`src/rtl/wb_regfile.sv`:
```
// MEM/WB pipeline stage register feeding a 2**ADDR_W x DATA_W register file.
// Two combinational read ports with same-cycle writeback bypass; r0 is hardwired to zero.
module wb_regfile #(
  parameter int DATA_W = 32,
  parameter int ADDR_W = 5
) (
  input  logic              clk,
  input  logic              rst_n,
  input  logic              m_valid,
  input  logic              m_reg_write,
  input  logic              m_mem_to_reg,
  input  logic [ADDR_W-1:0] m_rd,
  input  logic [DATA_W-1:0] m_alu_result,
  input  logic [DATA_W-1:0] m_mem_data,
  input  logic              stall,
  input  logic              flush,
  input  logic [ADDR_W-1:0] ra1,
  input  logic [ADDR_W-1:0] ra2,
  output logic [DATA_W-1:0] rd1,
  output logic [DATA_W-1:0] rd2,
  output logic              wb_we,
  output logic [ADDR_W-1:0] wb_rd,
  output logic [DATA_W-1:0] wb_data
);

  localparam int NREGS = 1 << ADDR_W;

  logic              st_valid;
  logic              st_reg_write;
  logic              st_mem_to_reg;
  logic [ADDR_W-1:0] st_rd;
  logic [DATA_W-1:0] st_alu_result;
  logic [DATA_W-1:0] st_mem_data;

  logic [DATA_W-1:0] regs [NREGS];

  // Flush only kills the instruction; the remaining fields are left as they were.
  always_ff @(posedge clk) begin
    if (!rst_n) begin
      st_valid      <= 1'b0;
      st_reg_write  <= 1'b0;
      st_mem_to_reg <= 1'b0;
      st_rd         <= '0;
      st_alu_result <= '0;
      st_mem_data   <= '0;
    end else if (flush) begin
      st_valid      <= 1'b0;
    end else if (!stall) begin
      st_valid      <= m_valid;
      st_reg_write  <= m_reg_write;
      st_mem_to_reg <= m_mem_to_reg;
      st_rd         <= m_rd;
      st_alu_result <= m_alu_result;
      st_mem_data   <= m_mem_data;
    end
  end

  assign wb_rd   = st_rd;
  assign wb_data = st_mem_to_reg ? st_mem_data : st_alu_result;
  assign wb_we   = st_valid && st_reg_write && (st_rd != '0);

  // wb_we already excludes r0, so entry 0 is never written after reset.
  always_ff @(posedge clk) begin
    if (!rst_n) begin
      for (int i = 0; i < NREGS; i++) begin
        regs[i] <= '0;
      end
    end else if (wb_we) begin
      regs[wb_rd] <= wb_data;
    end
  end

  always_comb begin
    rd1 = regs[ra1];
    if (ra1 == '0) begin
      rd1 = '0;
    end else if (wb_we && (ra1 == wb_rd)) begin
      rd1 = wb_data;
    end
  end

  always_comb begin
    rd2 = regs[ra2];
    if (ra2 == '0) begin
      rd2 = '0;
    end else if (wb_we && (ra2 == wb_rd)) begin
      rd2 = wb_data;
    end
  end

endmodule

```
`config.mk`:
```
export PLATFORM = sky130hd
export DESIGN_NAME = wb_regfile
export DESIGN_NICKNAME = d
export VERILOG_FILES = /design/src/rtl/wb_regfile.sv
export SDC_FILE = /design/constraint.sdc
export NUM_CORES = 2
export LEC_CHECK = 0
export CAP_MARGIN = 20
export CORE_MARGIN = 2
export CORE_UTILIZATION = 41
export DETAILED_ROUTE_END_ITERATION = 7
export PLACE_DENSITY = 0.65
export RECOVER_POWER = 100
export SYNTH_ARGS = -nofsm -noshare
export SYNTH_HDL_FRONTEND = slang
export SYNTH_SLANG_ARGS = --single-unit
```
`constraint.sdc`:
```
create_clock -name clk -period 4.75 [get_ports clk]
set_input_delay 1.425 -clock clk [delete_from_list [all_inputs] [get_ports clk]]
set_output_delay 1.425 -clock clk [all_outputs]
set_load 0.02 [all_outputs]
```
==> summary.md <==
| Metric | Value |
|---|---|
| Number of max-cap violations | `60` |
| Crit path from | `ra2[0]` |
| Vias | `45,300` |
| Biggest register | `regs` |
| Unrepaired setup endpoints after global routing | `yes` |
| ANT nets after route | `0` |
| Area growth syn-to-layout | `31.3%` |
| Vias in the first global route | `44,300` |
| H-tree Lvls | `3` |
| HP Class | `flip-flop to flip-flop` |
| Synth area leaders | `edfxtp_1, mux4_2, nor2_1, mux2i_1, dfxtp_1` |
| Post-synth EDFFs | `1,024` |
| Biggest regs | `regs: 1024 flops, st_alu_result: 32 flops, st_mem_data: 32 flops` |
| CTS Root Cell | `clkbuf_16` |
| HP Start | `st_mem_data[27]$_SDFFE_PN0P_` |
| Largest net degree at the start of global routing | `59` |
| Initial antenna violation count | `5` |
| Die Ht | `373 um` |
| Clk slew on worst S/H paths | `60 ps` |
| Critical Setup Path Class | `input pin to output pin` |
| Syn avg cell area | `13.3 um2` |
| Final slew viol count | `1,512` |
| #FFs+latches synth | `1,096` |
| Sequential-to-total area share from yosys stat | `57.7%` |
| FMAX | `0.196 GHz` |
| Final Total Pwr | `24.8 mW` |
| Post-route setup TNS | `-8910 ps` |
| Post-DP HPWL | `149,000 um` |
| Drt via density | `6.70` |
| Max reg flops | `1,024` |
| Initial DRC Count | `7,793` |
| Critical Path RT | `3320 ps` |
| IO Pins | `188` |
| Final worst slack | `-348 ps` |
| Die X | `373 um` |
| CP max FO | `7` |
| Critical R2R Launch | `wb_rd[3]$_SDFFE_PN0P_` |
| Final #Nets | `4,977` |
| Failing checks | `DRC, capacitance limit, slew limit, setup timing` |
| Drt drc | `1` |
| Ys Warns | `0` |
| WL/cell | `36.5 um` |
| Peak supply drop | `0.324 mV` |
| Worst EP arrival | `3670 ps` |
| Core ar. | `135,000 um2` |
| First-pass GRT wire length | `334,000 um` |
| Worst-skew pair later-pin latency | `780 ps` |
| WL final | `247,000 um` |
| Period minus WS final | `5100 ps` |
| Dpl ws | `-950 ps` |
| Share of layout cells above drive strength 1 | `35.7%` |
| Leakage dissipation | `26.2 nW` |
| Yosys top cell by area | `edfxtp_1` |
| Fillers | `10,600` |
| Mapped Area | `55,800 um2` |
| Clock sink count | `1,096` |
| Cells after Synth | `4,190` |
| Cell variety after synth | `73` |
| Outcome | `complete, but fails checks` |
| CTS max path bufs | `3` |
| Final Hold Fails | `0` |
| Worst slew margin | `-106%` |
| FP Rows | `135` |
| IO Port Bufs | `187` |
| Initial Util | `41.3%` |
| Synth Flop Type | `edfxtp_1` |
| Crit. End Element | `output pin` |
| Synth top area share | `55.1%` |
| Least-Margin Pin Slew | `3090 ps` |
| Period utilization | `107%` |
| Commonest non-fill, non-tap cell in the layout | `edfxtp_1` |
| Grt ovf | `0` |
| Final Skew | `44.2 ps` |
| DR pass1 iterations | `8` |
| GPL Wtd Cong | `0.955` |
| Post-Layout Cell Count | `6,767` |
| Commonest non-fill, non-tap cells in the layout | `edfxtp_1, nor2_1, buf_4` |
| GRT Util Overall | `34.4%` |
| CTS buffer count | `112` |
| Setup-failing EPs final | `65` |
| Die Footprint | `139,000 um2` |
| PD cells | `339 nW/um2` |
| Async S/R FF share, synth | `0%` |
| Number of instances in the placed design | `6,311` |
| CP startpoint kind | `input pin` |
| CTS tree | `built` |
[kinds of logic after synthesis]
logic type	share of synthesized area, %
AO/OA/AOI/OAI	6.53
XOR/XNOR	0.157
buffers and inverters	4.19
flip-flops	57.7
multiplexers	21.6
other	0.00672
AND/OR/NAND/NOR	9.86
[layout make-up]
class / instances / area, um2 / share of cell area, %
clock buffers: 133 / 2960 / 4.04
flip-flops and latches: 1096 / 32200 / 43.9
well taps: 1781 / 2230 / 3.04
diodes: 1 / 2.50 / 0.00341
repair buffers: 996 / 10400 / 14.2
clock inverters: 75 / 1040 / 1.42
multi-input cells: 2647 / 24300 / 33.1
inverters: 38 / 148 / 0.201
[cells in the mapped netlist (31+ instances only)]
cell type	number
mux4_2	374
mux2_2	39
a21oi_1	115
o32ai_1	38
edfxtp_1	1024
nor3_1	36
o221ai_1	36
a211oi_1	39
o22ai_1	81
a211o_1	32
dfxtp_1	72
buf_4	37
nor2_1	1031
inv_1	36
a22o_1	31
clkbuf_1	295
buf_2	67
nand2_1	254
mux2i_1	282
[layer usage]
metal | vias up | part of all wire (%) | GRT usage [%] | wire length [um]
met2 | 4414 | 42 | 50.1 | 104000
met4 | 10 | 9.6 | 26.2 | 23800
li1 | 17300 | - | - | -
met3 | 1206 | 17 | 13.0 | 40900
met1 | 22400 | 32 | 41.4 | 78300
met5 | - | 0.028 | 0 | 68
[final timing paths]
path / slack, ps / cells after the start / endpoint
hold reg to reg: 460 / 2 / st_mem_data[27]$_SDFFE_PN0P_
setup reg to reg: 390 / 7 / regs[28][20]$_SDFFCE_PN0P_
setup / recovery: -350 / 11 / rd2[31]
hold / removal: 460 / 2 / st_mem_data[27]$_SDFFE_PN0P_
[where the power goes]
group          switching (mW)  internal [mW]  total [mW]
logic                    2.20           1.73        3.93
clock network            4.06           5.76        9.82
registers               0.206           10.9        11.1
total                    6.47           18.4        24.8
[critical path, cell delays in order]
cell	delay, ps
buf_16	140
buf_4	150
xor2_1	130
or4_4	510
buf_6	150
o21ai_4	200
buf_6	150
buf_6	120
a21oi_2	30
a311o_2	460
buf_6	190
[repair_timing]
item | in CTS | in global routing
hold buffers | 0 | 0
gates resized for setup | 651 | 307
setup endpoints to repair | 65 | 67
setup buffers | 146 | 135
cloned | 12 | 5
pin swaps | 116 | 167
[stage by stage]
stage                     hold slack [ps]  utilization [%]  cell area [um2]
after global placement                463             47.1            63800
after detailed placement              477             47.1            63800
final                                 455             54.2            73300
after floorplan                       436                -            55900
after CTS                             486             53.0            71700
after global routing                  489             54.2            73300
No activity file was read; power rests on OpenSTA's default activity.
